## src/rtl/clk_alarm_responder_if.sv

```systemverilog
// Alarm responder bundle: detector/software controls in, escalation outputs back.
// master = alarm source / software side, slave = the responder itself.
interface clk_alarm_responder_if #(
  parameter int CNT_W = 8
);
  logic             alarm_i;
  logic             irq_ack_i;
  logic             sw_clear_i;
  logic             irq_o;
  logic             halt_o;
  logic             reset_req_o;
  logic             lockout_o;
  logic [CNT_W-1:0] alarm_cnt_o;
  logic [2:0]       state_o;

  modport master (
    output alarm_i, irq_ack_i, sw_clear_i,
    input  irq_o, halt_o, reset_req_o, lockout_o, alarm_cnt_o, state_o
  );

  modport slave (
    input  alarm_i, irq_ack_i, sw_clear_i,
    output irq_o, halt_o, reset_req_o, lockout_o, alarm_cnt_o, state_o
  );
endinterface

```

## src/rtl/clk_alarm_responder.sv

```systemverilog
// Escalating response to clock-glitch alarms: irq -> halt -> core reset -> lockout.
// Alarm rate is judged over a sliding-start window that opens on the first alarm.
module clk_alarm_responder #(
  parameter int ALARM_THRESHOLD = 3,
  parameter int WINDOW_CYCLES   = 1024,
  parameter int HALT_CYCLES     = 16,
  parameter int MAX_RESETS      = 2,
  parameter int CNT_W           = 8
) (
  input logic                  clk,
  input logic                  rst,
  clk_alarm_responder_if.slave bus
);
  localparam int WT_W = $clog2(WINDOW_CYCLES);
  localparam int HT_W = (HALT_CYCLES > 1) ? $clog2(HALT_CYCLES) : 1;

  localparam logic [WT_W-1:0]  WIN_LAST  = WT_W'(WINDOW_CYCLES - 1);
  localparam logic [WT_W-1:0]  WT_ONE    = WT_W'(1);
  localparam logic [HT_W-1:0]  HALT_LAST = HT_W'(HALT_CYCLES - 1);
  localparam logic [HT_W-1:0]  HT_ONE    = HT_W'(1);
  localparam logic [CNT_W-1:0] THR       = CNT_W'(ALARM_THRESHOLD);
  localparam logic [CNT_W-1:0] THR_M1    = CNT_W'(ALARM_THRESHOLD - 1);
  localparam logic [CNT_W-1:0] RST_LAST  = CNT_W'(MAX_RESETS - 1);
  localparam logic [CNT_W-1:0] C_ONE     = CNT_W'(1);

  typedef enum logic [2:0] {
    IDLE      = 3'd0,
    ALERT     = 3'd1,
    HALT      = 3'd2,
    RESET_REQ = 3'd3,
    LOCKOUT   = 3'd4
  } state_t;

  state_t           state_q, state_d;
  logic [CNT_W-1:0] alarm_cnt_q, alarm_cnt_d;
  logic [CNT_W-1:0] win_cnt_q, win_cnt_d;
  logic [CNT_W-1:0] rst_cnt_q, rst_cnt_d;
  logic [WT_W-1:0]  win_timer_q, win_timer_d;
  logic [HT_W-1:0]  halt_timer_q, halt_timer_d;
  logic             irq_q, irq_d, halt_q, halt_d, rr_q, rr_d, lock_q, lock_d;

  logic             sw_ok, win_expire, win_hit;
  logic [CNT_W-1:0] cnt_base, win_base_cnt;
  logic [WT_W-1:0]  win_base_tmr;

  always_ff @(posedge clk) begin
    if (!rst) begin
      state_q      <= IDLE;
      alarm_cnt_q  <= '0;
      win_cnt_q    <= '0;
      rst_cnt_q    <= '0;
      win_timer_q  <= '0;
      halt_timer_q <= '0;
      irq_q        <= 1'b0;
      halt_q       <= 1'b0;
      rr_q         <= 1'b0;
      lock_q       <= 1'b0;
    end else begin
      state_q      <= state_d;
      alarm_cnt_q  <= alarm_cnt_d;
      win_cnt_q    <= win_cnt_d;
      rst_cnt_q    <= rst_cnt_d;
      win_timer_q  <= win_timer_d;
      halt_timer_q <= halt_timer_d;
      irq_q        <= irq_d;
      halt_q       <= halt_d;
      rr_q         <= rr_d;
      lock_q       <= lock_d;
    end
  end

  always_comb begin
    state_d      = state_q;
    rst_cnt_d    = rst_cnt_q;
    halt_timer_d = '0;
    win_cnt_d    = '0;
    win_timer_d  = '0;

    // Software clear only lands in the non-escalated states; it is applied
    // before any same-cycle alarm is counted.
    sw_ok    = bus.sw_clear_i && (state_q == IDLE || state_q == ALERT);
    cnt_base = sw_ok ? '0 : alarm_cnt_q;
    alarm_cnt_d = cnt_base;
    if (bus.alarm_i && state_q != LOCKOUT && cnt_base != '1)
      alarm_cnt_d = cnt_base + C_ONE;

    // An alarm on the expiry cycle sees an empty window and starts a fresh one.
    win_expire   = (win_cnt_q != '0) && (win_timer_q == WIN_LAST);
    win_base_cnt = (sw_ok || win_expire) ? '0 : win_cnt_q;
    win_base_tmr = (sw_ok || win_expire || win_cnt_q == '0) ? '0 : win_timer_q + WT_ONE;
    win_hit      = (win_base_cnt >= THR_M1);

    case (state_q)
      IDLE, ALERT: begin
        win_cnt_d   = win_base_cnt;
        win_timer_d = win_base_tmr;
        if (bus.alarm_i) begin
          win_cnt_d = win_hit ? THR : win_base_cnt + C_ONE;
          state_d   = win_hit ? HALT : ALERT;
        end else if (sw_ok) begin
          state_d = IDLE;
        end else if (state_q == ALERT && bus.irq_ack_i) begin
          state_d = IDLE;
        end
      end
      HALT: begin
        if (bus.alarm_i)
          state_d = RESET_REQ;
        else if (halt_timer_q == HALT_LAST)
          state_d = ALERT;
        else
          halt_timer_d = halt_timer_q + HT_ONE;
      end
      RESET_REQ: begin
        rst_cnt_d = rst_cnt_q + C_ONE;
        state_d   = (rst_cnt_q == RST_LAST) ? LOCKOUT : IDLE;
      end
      LOCKOUT: state_d = LOCKOUT;
      default: state_d = IDLE;
    endcase
  end

  // Outputs are decoded from the next state so they register alongside it.
  always_comb begin
    irq_d  = 1'b0;
    halt_d = 1'b0;
    rr_d   = 1'b0;
    lock_d = 1'b0;
    case (state_d)
      ALERT:     irq_d = 1'b1;
      HALT:      begin irq_d = 1'b1; halt_d = 1'b1; end
      RESET_REQ: begin irq_d = 1'b1; halt_d = 1'b1; rr_d = 1'b1; end
      LOCKOUT:   begin irq_d = 1'b1; halt_d = 1'b1; lock_d = 1'b1; end
      default:   ;
    endcase
  end

  assign bus.irq_o       = irq_q;
  assign bus.halt_o      = halt_q;
  assign bus.reset_req_o = rr_q;
  assign bus.lockout_o   = lock_q;
  assign bus.alarm_cnt_o = alarm_cnt_q;
  assign bus.state_o     = state_q;
endmodule
```

## src/flat_wrapper.sv

```systemverilog
// flat-port wrapper written by rule: the top's interface ports become plain ports
module clk_alarm_responder_flat 
#(
  parameter int ALARM_THRESHOLD = 3,
  parameter int WINDOW_CYCLES   = 1024,
  parameter int HALT_CYCLES     = 16,
  parameter int MAX_RESETS      = 2,
  parameter int CNT_W           = 8
)
  (clk, rst, bus_alarm_i, bus_irq_ack_i, bus_sw_clear_i, bus_irq_o, bus_halt_o, bus_reset_req_o, bus_lockout_o, bus_alarm_cnt_o, bus_state_o);
  clk_alarm_responder_if #(.CNT_W(CNT_W)) bus_i ();
  input logic clk;
  input logic rst;
  input wire logic [$bits(bus_i.alarm_i)-1:0] bus_alarm_i;
  input wire logic [$bits(bus_i.irq_ack_i)-1:0] bus_irq_ack_i;
  input wire logic [$bits(bus_i.sw_clear_i)-1:0] bus_sw_clear_i;
  output wire logic [$bits(bus_i.irq_o)-1:0] bus_irq_o;
  output wire logic [$bits(bus_i.halt_o)-1:0] bus_halt_o;
  output wire logic [$bits(bus_i.reset_req_o)-1:0] bus_reset_req_o;
  output wire logic [$bits(bus_i.lockout_o)-1:0] bus_lockout_o;
  output wire logic [$bits(bus_i.alarm_cnt_o)-1:0] bus_alarm_cnt_o;
  output wire logic [$bits(bus_i.state_o)-1:0] bus_state_o;
  assign bus_i.alarm_i = bus_alarm_i;
  assign bus_i.irq_ack_i = bus_irq_ack_i;
  assign bus_i.sw_clear_i = bus_sw_clear_i;
  assign bus_irq_o = bus_i.irq_o;
  assign bus_halt_o = bus_i.halt_o;
  assign bus_reset_req_o = bus_i.reset_req_o;
  assign bus_lockout_o = bus_i.lockout_o;
  assign bus_alarm_cnt_o = bus_i.alarm_cnt_o;
  assign bus_state_o = bus_i.state_o;
  clk_alarm_responder #(.ALARM_THRESHOLD(ALARM_THRESHOLD), .WINDOW_CYCLES(WINDOW_CYCLES), .HALT_CYCLES(HALT_CYCLES), .MAX_RESETS(MAX_RESETS), .CNT_W(CNT_W)) u_core (.clk(clk), .rst(rst), .bus(bus_i));
endmodule
```

## config.mk

```make
export PLATFORM = sky130hd
export DESIGN_NAME = clk_alarm_responder_flat
export DESIGN_NICKNAME = d
export VERILOG_FILES = /design/src/rtl/clk_alarm_responder_if.sv /design/src/rtl/clk_alarm_responder.sv /design/src/flat_wrapper.sv
export SDC_FILE = /design/constraint.sdc
export NUM_CORES = 1
export LEC_CHECK = 0
export ABC_CLOCK_PERIOD_IN_PS = 3000
export CORE_MARGIN = 1
export CORE_UTILIZATION = 43
export CTS_CLUSTER_DIAMETER = 150
export DETAILED_ROUTE_END_ITERATION = 12
export GPL_TIMING_DRIVEN = 1
export RECOVER_POWER = 100
export SYNTH_ARGS = -nofsm -noshare
export SYNTH_HDL_FRONTEND = slang
export SYNTH_SLANG_ARGS = --single-unit
```

## constraint.sdc

```tcl
create_clock -name clk -period 3 [get_ports clk]
set_clock_uncertainty 0.15 [all_clocks]
set_input_delay 0.6 -clock clk [delete_from_list [all_inputs] [get_ports clk]]
set_output_delay 0.6 -clock clk [all_outputs]
set_load 0.01 [all_outputs]
```

After elaboration in Yosys (flattened, before gate mapping)
Index checks and enable logic that the tools add are counted.
{"block": "totals", "wordCells": 66, "ff_bits": 45, "output_inout_bits": 15, "input_bits": 5}
{"block": "op_classes", "bitwise_logic": 3, "reduce_logical": 17, "mux": 17, "addsub": 5, "magnitude_cmp": 1, "eq_ne": 13}
{"operator": "8-bit two-way mux", "count": 5}
{"operator": "8-bit by 1-bit adder with 8-bit output, second input constant", "count": 3}
{"operator": "3-bit two-way mux", "count": 6}
{"operator": "3-bit by 2-bit equality test with 1-bit output, second input constant", "count": 4}
{"operator": "3-bit one-hot mux with 4 select lines", "count": 1}
{"operator": "10-bit by 1-bit adder with 10-bit output, second input constant", "count": 1}
{"operator": "10-bit equality test, second input constant", "count": 1}
{"operator": "8-bit by 1-bit equality test with 1-bit output, second input constant", "count": 1}
{"operator": "8-bit by 2-bit greater-or-equal comparator with 1-bit output, second input constant", "count": 1}
{"operator": "8-bit zero test", "count": 1}
{"operator": "8-bit inequality test, second input constant", "count": 1}
{"operator": "8-bit nonzero test", "count": 1}
{"operator": "4-bit OR reduction", "count": 2}
{"operator": "3-bit by 1-bit equality test with 1-bit output, second input constant", "count": 2}
{"operator": "3-bit equality test, second input constant", "count": 2}
{"operator": "3-bit OR reduction", "count": 2}
{"operator": "1-bit logical AND", "count": 5}
{"operator": "4-bit by 1-bit adder with 4-bit output, second input constant", "count": 1}
{"operator": "4-bit equality test, second input constant", "count": 1}
{"operator": "1-bit two-way mux", "count": 4}
{"operator": "3-bit zero test", "count": 1}
{"operator": "1-bit logical OR", "count": 3}
{"operator": "3-bit inequality test, second input constant", "count": 1}
{"operator": "1-bit NOT", "count": 3}
{"operator": "other kinds (3)", "count": 3}

Depth between registers and ports, before layout
Gate-level depths: netlist of the first run.
{"block": "logic_depth", "ltp_word": 12, "ltp_mapped": 9, "ltp_nobuf": 8}

Worst setup path after synthesis of the first run
Ideal clock, no wire load.
{"block": "synth_path", "path_type": "input-to-reg", "start": "in bus_sw_clear_i", "end": "reg u_core.halt_q (netlist: u_core.bus.halt_o)", "setup_time_ns": 0.121, "setup_slack_ns": 0.581, "stages": 8, "t_required_ns": 2.729, "n_path_buf": 2, "t_arrival_ns": 2.148, "path_cell_list": "or3b_1 clkbuf_1 clkbuf_1 and3_1 ha_1 a31o_2 a31oi_1 o21bai_1"}
{"block": "synth_via", "elab_chain_len": 10, "elab_cells_between_ends": 13, "cone_classes": "order compare: 1; eq/ne: 3; mux: 6; reduce/logical: 3"}
{"element": "start: declaration", "line": "flat_wrapper.sv:16", "text": "input wire logic [$bits(bus_i.sw_clear_i)-1:0] bus_sw_clear_i;"}
{"element": "1-bit logical AND *", "line": "clk_alarm_responder.sv:81", "text": "sw_ok = bus.sw_clear_i && (state_q == IDLE || state_q == ALERT);"}
{"element": "1-bit logical OR", "line": "clk_alarm_responder.sv:89", "text": "win_base_cnt = (sw_ok || win_expire) ? '0 : win_cnt_q;"}
{"element": "8-bit two-way mux", "line": "clk_alarm_responder.sv:89"}
{"element": "8-bit by 2-bit greater-or-equal comparator with 1-bit output", "line": "clk_alarm_responder.sv:91", "text": "win_hit = (win_base_cnt >= THR_M1);"}
{"element": "2-bit two-way mux", "line": "clk_alarm_responder.sv:99", "text": "state_d = win_hit ? HALT : ALERT;"}
{"element": "3-bit two-way mux *", "line": "clk_alarm_responder.sv:97", "text": "if (bus.alarm_i) begin"}
{"element": "3-bit one-hot mux with 4 select lines *", "line": "clk_alarm_responder.sv:93", "text": "case (state_q)"}
{"element": "3-bit by 2-bit equality test with 1-bit output or 3-bit equality test (tied branches)", "line": "clk_alarm_responder.sv:129", "text": "case (state_d)"}
{"element": "3-bit OR reduction (no source line) *"}
{"element": "1-bit two-way mux *", "line": "clk_alarm_responder.sv:129"}
{"element": "end signal: assignment", "line": "clk_alarm_responder.sv:66", "text": "halt_q <= halt_d;"}
{"element": "end: declaration", "line": "clk_alarm_responder.sv:40", "text": "logic irq_q, irq_d, halt_q, halt_d, rr_q, rr_d, lock_q, lock_d;"}
Mark *: on every way between the ends. The rest lies on a longest branch, timed or not.
A chain may end at the register's enable or synchronous reset.

Worst setup path in the final report of the first run
Same ends and word-level chain as after synthesis.

==> out/qor.txt, run 1 <==
Run status: completed
Worst hold start: u_core.win_cnt_q[3]$_SDFF_PN0_
Arrival time worst endpoint: 2.68 ns
Drt via density: 5.190
# fillers: 481
Critical path required time: 3.04 ns
Std-Cell Core Area: 4723 um2
Critical Path Fanout Max: 15
Initial cell density of the core: 44.50%
Wirelength per Cell: 12.23 um
Total I/O pin count: 20
Worst-margin pin slew: 0.7883 ns
Fraction of the core area covered by cells at the end of the flow: 51.71%
Destination of the worst hold path: u_core.win_cnt_q[3]$_SDFF_PN0_
GRT Util Overall: 17.65%
Area enclosed by the die boundary: 5172 um2
Number of buffers inserted to repair setup after CTS: 0
Number of port buffers: 19
Vias: 1692
Critical path startpoint category: primary input
Vias in the first global route: 1594
Worst reg2reg endpoint: u_core.bus.halt_o$_SDFF_PN0_
Pre-CTS WS: 0.1296 ns
ANT nets after route: 0
Wire length of the first global-routing pass: 7251 um
Post-synth EDFFs: 0
Critical Path, Cell by Cell: dlygate4sd3_1 -> or3b_1 -> buf_4 -> and3_1 -> ha_1 -> a31o_2 -> a31oi_1 -> o21bai_1
Post-Synthesis Cells: 237
Final setup vio count: 0
Total iterations of the first detailed-routing run: 5
Number of remaining DRC errors: 0
Placed Instances: 318
Tmin final: 2.635 ns
Synthesized area: 2102 um2
Layout-stage area growth over the synthesis result: 16.19%
Final worst setup slack: 0.3653 ns
Hold Violations, Final: 0
Worst min-delay path category: flop to flop
Sum of negative setup slack: 0 ns
Number of maximum-capacitance violations: 0
Final critical-path share of the clock period: 87.82%
Library cell used as clock root buffer: clkbuf_8
Number of cells on the worst reg-to-reg path: 8
Worst slew margin relative to its limit: 47.22%
Highest clock frequency the design can meet: 379.5 MHz
Synth Flop Type: dfxtp_1
Startpoint of the worst-slack reg-to-reg timing path: u_core.win_timer_q[0]$_SDFF_PP0_
FF-to-FF setup slack: 0.40 ns
RePlAce Congestion: 0.7713
Type of element capturing the critical path: flop
Unique cell type count in the Yosys netlist: 45
Initial DRC Count: 148
TritonCTS clock tree: yes
Power density over the cells: 438.4 nW/um2
H-Tree Depth: 2
Cts bufs inserted: 5
Die height: 71.92 um
Unrepaired setup endpoints after global routing: no
Number of sinks on the clock net: 45
Largest net degree at the start of global routing: 17
CTS Hold Bufs: 0
Family of cells with the greatest summed delay on the critical path: buffers and inverters
Wire length reported by the detailed router: 3988 um
Leakage power total: 0.8784 nW
Number of antenna violations at the first check in global routing: 0
Kind of critical path: primary input to flop
Gr ovfl total: 0
Clock network latency to the later pin of the worst-skew pair: 0.30 ns
Net count after synthesis: 249
Count of instances resized after the clock tree is built: 0
Layout Nets: 270
Cell depth of the worst min-delay path: 2
Die W: 71.92 um
Fraction of the yosys area taken by sequential cells: 42.86%
Layout cell share with drive strength beyond 1: 5.792%
Number of synthesized register bits: 45
Row count: 25
Mean Syn Cell Area: 8.869 um2
Bufs on Longest Clock Path: 2
Slowest library cell on the worst path: dlygate4sd3_1
Clock slew at reported path FFs: 0.08 ns
CP bufs+invs: 2
Max-slew violation total from the final report: 0
HPWL Detailed: 2816 um
Largest voltage drop on the vdd net: 0.1734 mV
Cell Count, Final, Fillers Out: 326
Yosys Warn Count: 0
Longest individual stage delay on the worst path: 0.55 ns
Fraction of synthesis flops using an asynchronous set or reset pin: 0%
Antenna diode count: 0
==> worst min-delay path, stage by stage, from the launching register on <==
cell and delay, ns:
dfxtp_1 0.32, inv_1 0.05, a211oi_1 0.03
==> how the worst max path moves through the flow <==
stage	start	slack [ns]	depth (start not counted)	end
2_1_floorplan	bus_sw_clear_i	0.58	8	u_core.bus.halt_o$_SDFF_PN0_
3_3_place_gp	bus_sw_clear_i	0.16	8	u_core.bus.halt_o$_SDFF_PN0_
3_5_place_dp	bus_sw_clear_i	0.13	8	u_core.bus.halt_o$_SDFF_PN0_
4_1_cts	u_core.win_timer_q[0]$_SDFF_PP0_	0.38	8	u_core.bus.halt_o$_SDFF_PN0_
5_1_grt	u_core.win_timer_q[0]$_SDFF_PP0_	0.13	8	u_core.bus.state_o[0]$_SDFF_PN0_
6_report	bus_sw_clear_i	0.37	8	u_core.bus.halt_o$_SDFF_PN0_
==> layer usage <==
| layer | share of wire [%] | track usage, % | wire length, um |
|---|---|---|---|
| met5 | 0 | 0 | 0 |
| met4 | 1.1 | 6.754 | 44 |
| met3 | 4.5 | 3.194 | 178 |
| met2 | 42 | 26.31 | 1658 |
| met1 | 53 | 25.41 | 2106 |
==> flip-flops by register name, summed over array words and instances, names as in the netlist <==
| register | count |
|---|---|
| u_core.bus.state_o | 3 |
| u_core.bus.halt_o | 1 |
| u_core.bus.reset_req_o | 1 |
| u_core.rst_cnt_q | 8 |
| u_core.bus.irq_o | 1 |
| u_core.bus.alarm_cnt_o | 8 |
| u_core.halt_timer_q | 4 |
| u_core.win_timer_q | 10 |
| u_core.bus.lockout_o | 1 |
| u_core.win_cnt_q | 8 |
==> through the flow <==
stage                     power (mW)  area [um2]  hold slack (ns)
after floorplan               0.6871        2102           0.2557
after global placement        0.7198        2371           0.2737
after detailed placement      0.7198        2371           0.2768
after CTS                      1.091        2455           0.2895
after global routing           1.123        2442           0.3211
final                          1.071        2442           0.2875
==> cells by family (layout without fill, tap and decap cells) <==
| logic type | count (synthesis) | count (layout) | share of synthesized area, % |
|---|---|---|---|
| and+or+nand+nor | 108 | 108 | 28.10 |
| DFF | 45 | 45 | 42.86 |
| AOI/OAI and AO/OA | 34 | 34 | 11.19 |
| buffers and inverters | 21 | 43 | 4.166 |
| xor gates and xnor gates | 16 | 16 | 6.666 |
| adders and majority gates | 7 | 7 | 4.166 |
| muxes | 6 | 6 | 2.857 |
==> placed cells by master, fill, tap and decap left out, drive strengths merged, types with 2 or more instances in the layout <==
master         netlist  routed
nor3                 7       7
xor2                 6       6
o21ai                3       3
o311ai               2       2
nand3b               3       3
nand2               12      12
nor4b                2       2
nor4                 5       5
nand4                6       6
dfxtp               45      45
or3b                 3       3
or3                  5       5
a211oi               5       5
and3                 5       5
a21oi                9       9
xnor2               10      10
a31o                 3       3
nor3b                4       4
and2                 3       3
buf                  2       4
clkdlybuf4s50        0       2
a31oi                6       6
dlygate4sd3          0      17
nand3               14      14
nor2                27      27
ha                   7       7
mux2i                6       6
clkbuf               9       9
inv                 10      10
nand2b               5       5
==> power by group <==
part / switching [mW] / internal, mW / total, mW / leakage, nW
clock network: 0.204 / 0.165 / 0.369 / 0.0385
logic: 0.0476 / 0.0375 / 0.0851 / 0.476
registers: 0.0104 / 0.606 / 0.617 / 0.364
total: 0.262 / 0.809 / 1.07 / 0.878
==> cell usage after synthesis, types with 2 or more instances <==
cell type	count	area [um2]
a211oi_1	5	37.54
a21oi_1	9	45.04
a31o_2	2	17.52
a31oi_1	6	37.54
and2_1	3	18.77
and3_1	5	31.28
clkbuf_1	9	33.78
dfxtp_1	45	900.9
ha_1	7	87.58
inv_1	10	37.54
mux2i_1	6	60.06
nand2_1	12	45.04
nand2b_1	5	31.28
nand3_1	14	70.07
nand3b_1	3	22.52
nand4_1	6	37.54
nor2_1	27	101.4
nor3_1	7	35.03
nor3b_1	4	30.03
nor4_1	5	31.28
nor4b_1	2	17.52
o21ai_0	2	10.01
o311ai_0	2	17.52
or3_1	5	31.28
or3b_2	2	17.52
xnor2_1	10	87.58
xor2_1	6	52.55
==> final cells by class <==
type,instances,area [um2],area share (%)
Sequential cell,45,900.9,36.89
Timing Repair Buffer,25,227.7,9.324
Inverter,10,37.54,1.537
Tap cell,67,83.83,3.432
Clock buffer,7,76.32,3.125
Multi-Input combinational cell,171,1109,45.39
Clock inverter,1,7.507,0.3074
Power figures use the tool's default switching activity.
==> inputs of run 2 (changes only) <==
--- a/config.mk
+++ b/config.mk
@@ -12,6 +12,7 @@
 export DETAILED_ROUTE_END_ITERATION = 12
 export GPL_TIMING_DRIVEN = 1
 export RECOVER_POWER = 100
+export SLEW_MARGIN = 20
 export SYNTH_ARGS = -nofsm -noshare
 export SYNTH_HDL_FRONTEND = slang
 export SYNTH_SLANG_ARGS = --single-unit
==> results of run 2 <==
The final DEF is identical to that of run 1; final timing and power are the same.
